[src/rtl/sobel_pkg.sv]
`default_nettype none
// ============================================================================
// Module  : sobel_pkg
// Brief   : Shared kernel-mode encodings and accumulator width helper.
// Revision: 1.0
// ============================================================================
package sobel_pkg;

    typedef enum logic [1:0] {
        MODE_SOBEL   = 2'd0,
        MODE_PREWITT = 2'd1,
        MODE_GAUSS   = 2'd2,
        MODE_PASS    = 2'd3
    } mode_e;

    localparam int ACC_GUARD = 4;

    // Accumulator width: ACC_W = DW + 4 holds a 16x-weighted pixel sum.
    function automatic int acc_width(input int dw);
        return dw + ACC_GUARD;
    endfunction

endpackage
`default_nettype wire

[src/rtl/line_buffer.sv]
`default_nettype none
// ============================================================================
// Module  : line_buffer
// Brief   : Two cascaded DEPTH-deep delay lines, taps at DEPTH and 2*DEPTH.
// Revision: 1.0
// ============================================================================
module line_buffer #(
    parameter int DW    = 8,
    parameter int DEPTH = 160
) (
    input  logic          clk,
    input  logic          rstn,
    input  logic          i_en,
    input  logic [DW-1:0] i_data,
    output logic [DW-1:0] o_tap1,
    output logic [DW-1:0] o_tap2
);

    localparam int c_ptr_w = (DEPTH > 1) ? $clog2(DEPTH) : 1;

    logic [DW-1:0]      r_mem1 [0:DEPTH-1];
    logic [DW-1:0]      r_mem2 [0:DEPTH-1];
    logic [c_ptr_w-1:0] r_ptr;

    always_ff @(posedge clk or negedge rstn) begin
        if (!rstn) begin
            r_ptr <= '0;
        end else if (i_en) begin
            r_ptr <= (r_ptr == c_ptr_w'(DEPTH-1)) ? '0 : r_ptr + 1'b1;
        end
    end

    // Read-before-write at the same slot yields exactly DEPTH accepts of delay.
    always_ff @(posedge clk) begin
        if (i_en) begin
            r_mem1[r_ptr] <= i_data;
            r_mem2[r_ptr] <= r_mem1[r_ptr];
        end
    end

    assign o_tap1 = r_mem1[r_ptr];
    assign o_tap2 = r_mem2[r_ptr];

endmodule
`default_nettype wire

[src/rtl/sobel_filter_core.sv]
`default_nettype none
// ============================================================================
// Module  : sobel_filter_core
// Brief   : 3x3 Sobel/Prewitt/Gaussian/pass filter, 3-clock pipeline.
// Revision: 1.0
// ============================================================================
module sobel_filter_core
    import sobel_pkg::*;
#(
    parameter int DW       = 8,
    parameter int HOR_PIC  = 160,
    parameter int VERT_PIC = 160
) (
    input  logic          clk,
    input  logic          rstn,
    input  logic [DW-1:0] data_in,
    input  logic          data_ready,
    input  logic          frame_start,
    input  logic [1:0]    mode,
    input  logic [DW-1:0] threshold,
    output logic [DW-1:0] data_out,
    output logic          data_bin,
    output logic          data_valid,
    output logic          data_eol,
    output logic          data_eof
);

    localparam int            ACC_W         = acc_width(DW);
    localparam int            c_col_w       = $clog2(HOR_PIC);
    localparam int            c_row_w       = $clog2(VERT_PIC);
    localparam int            c_gauss_shift = 4;
    localparam logic [DW-1:0] c_pix_max     = '1;

    function automatic logic [ACC_W-1:0] ext(input logic [DW-1:0] v);
        return ACC_W'(v);
    endfunction

    // ---------------- stage 0: position, line buffers, window ----------------
    logic [c_col_w-1:0] r_col, w_col;
    logic [c_row_w-1:0] r_row, w_row;
    logic               w_col_last, w_row_last, w_interior;
    logic [DW-1:0]      w_tap1, w_tap2;
    logic [DW-1:0]      r_win [0:2][0:2];
    mode_e              r_mode_q;
    logic [DW-1:0]      r_thr_q;
    logic               r_v0, r_eol0, r_eof0;

    assign w_col      = frame_start ? '0 : r_col;
    assign w_row      = frame_start ? '0 : r_row;
    assign w_col_last = (w_col == c_col_w'(HOR_PIC-1));
    assign w_row_last = (w_row == c_row_w'(VERT_PIC-1));
    assign w_interior = (w_col >= c_col_w'(2)) && (w_row >= c_row_w'(2));

    line_buffer #(.DW(DW), .DEPTH(HOR_PIC)) u_line_buffer (
        .clk    (clk),
        .rstn   (rstn),
        .i_en   (data_ready),
        .i_data (data_in),
        .o_tap1 (w_tap1),
        .o_tap2 (w_tap2)
    );

    always_ff @(posedge clk or negedge rstn) begin
        if (!rstn) begin
            r_col    <= '0;
            r_row    <= '0;
            r_mode_q <= MODE_SOBEL;
            r_thr_q  <= '1;
            r_v0     <= 1'b0;
            r_eol0   <= 1'b0;
            r_eof0   <= 1'b0;
            for (int i = 0; i < 3; i++)
                for (int j = 0; j < 3; j++)
                    r_win[i][j] <= '0;
        end else begin
            r_v0   <= data_ready && w_interior;
            r_eol0 <= w_col_last;
            r_eof0 <= w_col_last && w_row_last;
            if (data_ready) begin
                r_col <= w_col_last ? '0 : w_col + 1'b1;
                if (w_col_last)
                    r_row <= w_row_last ? '0 : w_row + 1'b1;
                else
                    r_row <= w_row;
                if (w_col == '0 && w_row == '0) begin
                    r_mode_q <= mode_e'(mode);
                    r_thr_q  <= threshold;
                end
                for (int i = 0; i < 3; i++) begin
                    r_win[i][0] <= r_win[i][1];
                    r_win[i][1] <= r_win[i][2];
                end
                r_win[0][2] <= w_tap2;
                r_win[1][2] <= w_tap1;
                r_win[2][2] <= data_in;
            end
        end
    end

    // ---------------- stage 1: weighted edge sums ----------------
    logic             w_dbl;
    logic [ACC_W-1:0] w_l, w_r, w_t, w_b, w_ga, w_gb;

    assign w_dbl = (r_mode_q == MODE_SOBEL);

    always_comb begin
        w_l  = ext(r_win[0][0]) + ext(r_win[2][0]) + (w_dbl ? (ext(r_win[1][0]) << 1) : ext(r_win[1][0]));
        w_r  = ext(r_win[0][2]) + ext(r_win[2][2]) + (w_dbl ? (ext(r_win[1][2]) << 1) : ext(r_win[1][2]));
        w_t  = ext(r_win[0][0]) + ext(r_win[0][2]) + (w_dbl ? (ext(r_win[0][1]) << 1) : ext(r_win[0][1]));
        w_b  = ext(r_win[2][0]) + ext(r_win[2][2]) + (w_dbl ? (ext(r_win[2][1]) << 1) : ext(r_win[2][1]));
        w_ga = ext(r_win[0][0]) + ext(r_win[0][2]) + ext(r_win[2][0]) + ext(r_win[2][2]);
        w_gb = ext(r_win[0][1]) + ext(r_win[1][0]) + ext(r_win[1][2]) + ext(r_win[2][1]);
    end

    logic [ACC_W-1:0] r_l1, r_r1, r_t1, r_b1, r_ga1, r_gb1;
    logic [DW-1:0]    r_c1, r_thr1;
    mode_e            r_mode1;
    logic             r_v1, r_eol1, r_eof1;

    always_ff @(posedge clk or negedge rstn) begin
        if (!rstn) begin
            {r_l1, r_r1, r_t1, r_b1, r_ga1, r_gb1} <= '0;
            r_c1    <= '0;
            r_thr1  <= '0;
            r_mode1 <= MODE_SOBEL;
            r_v1    <= 1'b0;
            r_eol1  <= 1'b0;
            r_eof1  <= 1'b0;
        end else begin
            r_l1    <= w_l;
            r_r1    <= w_r;
            r_t1    <= w_t;
            r_b1    <= w_b;
            r_ga1   <= w_ga;
            r_gb1   <= w_gb;
            r_c1    <= r_win[1][1];
            r_thr1  <= r_thr_q;
            r_mode1 <= r_mode_q;
            r_v1    <= r_v0;
            r_eol1  <= r_eol0;
            r_eof1  <= r_eof0;
        end
    end

    // ---------------- stage 2: absolute differences / Gaussian sum ----------------
    logic [ACC_W-1:0] r_gx2, r_gy2, r_gs2;
    logic [DW-1:0]    r_c2, r_thr2;
    mode_e            r_mode2;
    logic             r_v2, r_eol2, r_eof2;

    always_ff @(posedge clk or negedge rstn) begin
        if (!rstn) begin
            {r_gx2, r_gy2, r_gs2} <= '0;
            r_c2    <= '0;
            r_thr2  <= '0;
            r_mode2 <= MODE_SOBEL;
            r_v2    <= 1'b0;
            r_eol2  <= 1'b0;
            r_eof2  <= 1'b0;
        end else begin
            r_gx2   <= (r_l1 > r_r1) ? (r_l1 - r_r1) : (r_r1 - r_l1);
            r_gy2   <= (r_t1 > r_b1) ? (r_t1 - r_b1) : (r_b1 - r_t1);
            r_gs2   <= r_ga1 + (r_gb1 << 1) + (ext(r_c1) << 2);
            r_c2    <= r_c1;
            r_thr2  <= r_thr1;
            r_mode2 <= r_mode1;
            r_v2    <= r_v1;
            r_eol2  <= r_eol1;
            r_eof2  <= r_eof1;
        end
    end

    // ---------------- stage 3: saturate / shift / select, registered outputs ----------------
    logic [ACC_W-1:0] w_mag;
    logic [DW-1:0]    w_res;

    assign w_mag = r_gx2 + r_gy2;

    always_comb begin
        w_res = r_c2;
        case (r_mode2)
            MODE_SOBEL, MODE_PREWITT: w_res = (w_mag > ext(c_pix_max)) ? c_pix_max : w_mag[DW-1:0];
            MODE_GAUSS:               w_res = r_gs2[c_gauss_shift +: DW];
            default:                  w_res = r_c2;
        endcase
    end

    logic [DW-1:0] r_data_out;
    logic          r_data_bin, r_data_valid, r_data_eol, r_data_eof;

    always_ff @(posedge clk or negedge rstn) begin
        if (!rstn) begin
            r_data_out   <= '0;
            r_data_bin   <= 1'b0;
            r_data_valid <= 1'b0;
            r_data_eol   <= 1'b0;
            r_data_eof   <= 1'b0;
        end else begin
            r_data_out   <= w_res;
            r_data_bin   <= (w_res > r_thr2);
            r_data_valid <= r_v2;
            r_data_eol   <= r_eol2;
            r_data_eof   <= r_eof2;
        end
    end

    assign data_out   = r_data_out;
    assign data_bin   = r_data_bin;
    assign data_valid = r_data_valid;
    assign data_eol   = r_data_eol;
    assign data_eof   = r_data_eof;

endmodule
`default_nettype wire

[config.mk]
export PLATFORM = sky130hd
export DESIGN_NAME = sobel_filter_core
export DESIGN_NICKNAME = d
export VERILOG_FILES = /design/src/rtl/sobel_pkg.sv /design/src/rtl/line_buffer.sv /design/src/rtl/sobel_filter_core.sv
export SDC_FILE = /design/constraint.sdc
export NUM_CORES = 2
export LEC_CHECK = 0
export BUFFER_PORTS_ARGS = -buffer_cell sky130_fd_sc_hd__clkbuf_2
export CAP_MARGIN = 5
export CELL_PAD_IN_SITES_DETAIL_PLACEMENT = 1
export CELL_PAD_IN_SITES_GLOBAL_PLACEMENT = 1
export CORE_MARGIN = 2
export CORE_UTILIZATION = 40
export CTS_BUF_LIST = sky130_fd_sc_hd__clkbuf_8
export DETAILED_ROUTE_END_ITERATION = 6
export GPL_TIMING_DRIVEN = 1
export PLACE_DENSITY = 0.59
export SLEW_MARGIN = 20
export SYNTH_ARGS = -nofsm -noshare
export SYNTH_HDL_FRONTEND = slang
export SYNTH_SLANG_ARGS = --single-unit
export TNS_END_PERCENT = 20
[constraint.sdc]
create_clock -name clk -period 5.7 [get_ports clk]
set_clock_uncertainty 0.2 [all_clocks]
set_input_delay 0.285 -clock clk [delete_from_list [all_inputs] [get_ports clk]]
set_output_delay 0.285 -clock clk [all_outputs]
set_load 0.02 [all_outputs]
==> impl_results.md <==
- Final Setup Violations: 0
- FP Rows: 195
- Die Wd: 535.6 um
- Tot Pwr: 74.53 mW
- GPL Wtd Cong: a little over 0.8
- Max-Cap Viols: 0
- Layout cells sized above 1: 29.31%
- Post-synth EDFFs: 2560
- Post-CTS Resized: 0
- Synthesized flop and latch total: roughly 2800
- Worst-case clock buffer depth: 4
- Post-synth cell types: 72
- Vias in the first global route: 61360
- Sequential-to-total area share from yosys stat: ~74%
- Async set-reset flop share out of synthesis: around 9%
- Syn. warnings: 0
- Largest net degree at the start of global routing: ~130
- Clk slew on worst S/H paths: 60 ps
- PortBufs: 33
- CTS tree: built
- Fmax: ~0.19 GHz
- Pwr dens: 577.1 nW/um^2
- # nets final: 6344
- Ys flop type: edfxtp_1
- H-tree depth: 5
- Post-Synthesis Cells: around 5500
- GRT overflow: 0
- Slew Limit Fails: 0
- CTS Root Buffer Type: clkbuf_8
- Fin crit period: about 5200 ps
- Data arrival, critical path: about 5600 ps
- DR WL/cell: around 31 um
- Tightest Pin Transition: ~1100 ps
- Initial core utilization: 40.15%
- Worst skew pair latency: 1130 ps
- Hold slack: 58.10 ps
- Vias post-DR: 57220
- Post-synthesis instance area: 113000 um^2
- Critical path class: flop to flop
- Global-route wire length before repair: 458.8 mm
- Cell Count, Final, Fillers Out: ~10000
- Placed cells: around 9400
- Worst-path maximum fanout: between 100 and 150
- Status: finished, final reports clean
- Synth Net Count: 5716
- Final hold vios: 0
- Worst path required time: 6130 ps
- Via density per instance: approximately 5.6
- Peak VDD IR: ~0.00062 V
- Top-count cell post-synth: edfxtp_1
- Initial antenna violation count: 10
- Die area: 286900 um^2
- RSZ-0062 raised after global routing: no
- Leak: 43.43 nW
- Total Wirelength: 319.3 mm
- Area leader, netlist: edfxtp_1
- Crit. End Element: flop
- Die Y-Extent: 535.6 um
- Top-area cell type share of the netlist area: 68.01%
- # IOs: 34
- Most instantiated cells after synthesis: edfxtp_1 (2560), mux4_2 (734), dfrtp_1 (245), nor2_1 (245), inv_1 (217)
- Total track usage: 22.37%
- Top cells by area, synth: edfxtp_1 (68%), mux4_2 (15%), dfrtp_1 (5.4%)
- Hold crit path type: input port to flop
- HPWL Detailed: roughly 190 mm
- Sink Count: 2813
- Final core occ: 45.87%
- DRC errors left: 0
- Avg Inst Size Synth: 20.58 um^2
- Initial drt markers: 5286
- Core box area: 281600 um^2
- ANT nets after route: 0
- Post-synthesis to final-layout area growth: 14.26%
- Dpl ws: 705.8 ps
- Max_slew headroom: about a quarter
- TritonCTS buffer count: ~460
- Crit share post-route: 90.91%
- Router iterations before antenna repair: 5
- Setup ws final: between 500 and 600 ps
- Crit start category: flop
## logic make-up (layout without fill, tap and decap cells)
logic type	after synthesis	after routing	synth area share, %
adders and majority gates	202	202	2.674
other	0	13	0
and+or+nand+nor	561	561	2.215
DFF	2813	2813	73.62
buffers and inverters	474	1472	1.947
muxes	934	934	16.46
AOI/OAI and AO/OA	434	434	2.508
xor gates and xnor gates	74	74	0.5734
## stage by stage
step	TNS (ps)	cell area, um^2
5_1_grt	0	129200
2_1_floorplan	-35570	113200
3_3_place_gp	0	120000
4_1_cts	0	129100
3_5_place_dp	0	120000
6_report	0	129200
## area by class of cell
cell class | instances | area, um^2
clock inverter | 360 | 2150
antenna | 13 | 32.53
timing repair buffer | 427 | 3785
inverter | 218 | 818.3
fill | 26110 | 152400
multi-input combinational | 2205 | 28030
tap | 3743 | 4683
clock buffer | 467 | 6427
sequential | 2813 | 83230
## worst max-delay path, stage by stage, from the launching register on
cell and delay, ps:
dfrtp_4 1090, buf_12 390, mux4_2 550, mux4_2 590, a22oi_1 350, o211ai_1 340
nor2_1 300, nand2_4 260, buf_12 300
## layout by cell type (no fill, tap or decap), types with 13 or more instances in the layout
cell type / n
edfxtp_1: 2560
mux4_2: 734
clkbuf_8: 467
inv_1: 375
buf_4: 310
dfrtp_1: 240
mux2i_1: 139
ha_1: 136
nand2_1: 130
nor2_2: 129
nor2_1: 112
o21ai_0: 108
clkinv_1: 102
a21oi_1: 97
fa_1: 66
mux2_2: 61
clkinv_2: 57
xnor2_1: 52
dlygate4sd3_1: 47
nor2b_1: 37
nand3_1: 37
buf_12: 35
a21o_1: 24
clkbuf_2: 23
nor3_1: 22
xor2_1: 22
nand2b_1: 22
a22oi_1: 21
a22o_1: 20
and2_1: 19
o21bai_1: 19
a31oi_1: 18
bufinv_16: 16
o22ai_1: 14
diode_2: 13
o211ai_1: 13
nand4_1: 13
## path summary, 6_finish.rpt
kind | cells after the start | slack [ps] | startpoint | endpoint
max | 8 | 520 | u_line_buffer.r_ptr[0] | u_line_buffer.r_mem2[5][2]
min | 2 | 60 | data_in[0] | u_line_buffer.r_mem1[95][0]
max reg2reg | 8 | 520 | u_line_buffer.r_ptr[0] | u_line_buffer.r_mem2[5][2]
min reg2reg | 0 | 140 | r_eol0 | r_eol1
max in group asynchronous | 4 | 4400 | rstn | r_r1[8]
min in group asynchronous | 4 | 160 | rstn | r_thr2[2]
## sequential cells by signal, summed over array words and instances, names as in the netlist, 9 cells and up
name and count:
r_gy2 12, u_line_buffer.r_mem2 1280, u_line_buffer.r_mem1 1280, r_ga1 9, r_gx2 11, r_t1 10, r_r1 10, r_l1 10
r_b1 10, r_gb1 10, r_win 72
## per-layer routing
layer	wire, um	GRT usage, %	vias to the layer above
met5	13	0	-
met4	9515	6.613	2
met3	18760	3.711	439
met2	159500	37.39	1894
met1	131400	30.15	31230
li1	-	-	23650
## timing repair
action                                  CTS  global route
endpoints found under the hold margin  1568             0
hold buffers                             48             0
buffers inserted                          0             0
## power breakdown
group	internal (mW)	total, mW	switching, mW	leakage [nW]
Combinational	11.1	29.0	18.0	12.4
Clock	8.41	16.7	8.27	4.99
Sequential	27.8	28.8	1.04	26.0
Total	47.3	74.5	27.3	43.4
No activity file was read; power rests on OpenSTA's default activity.
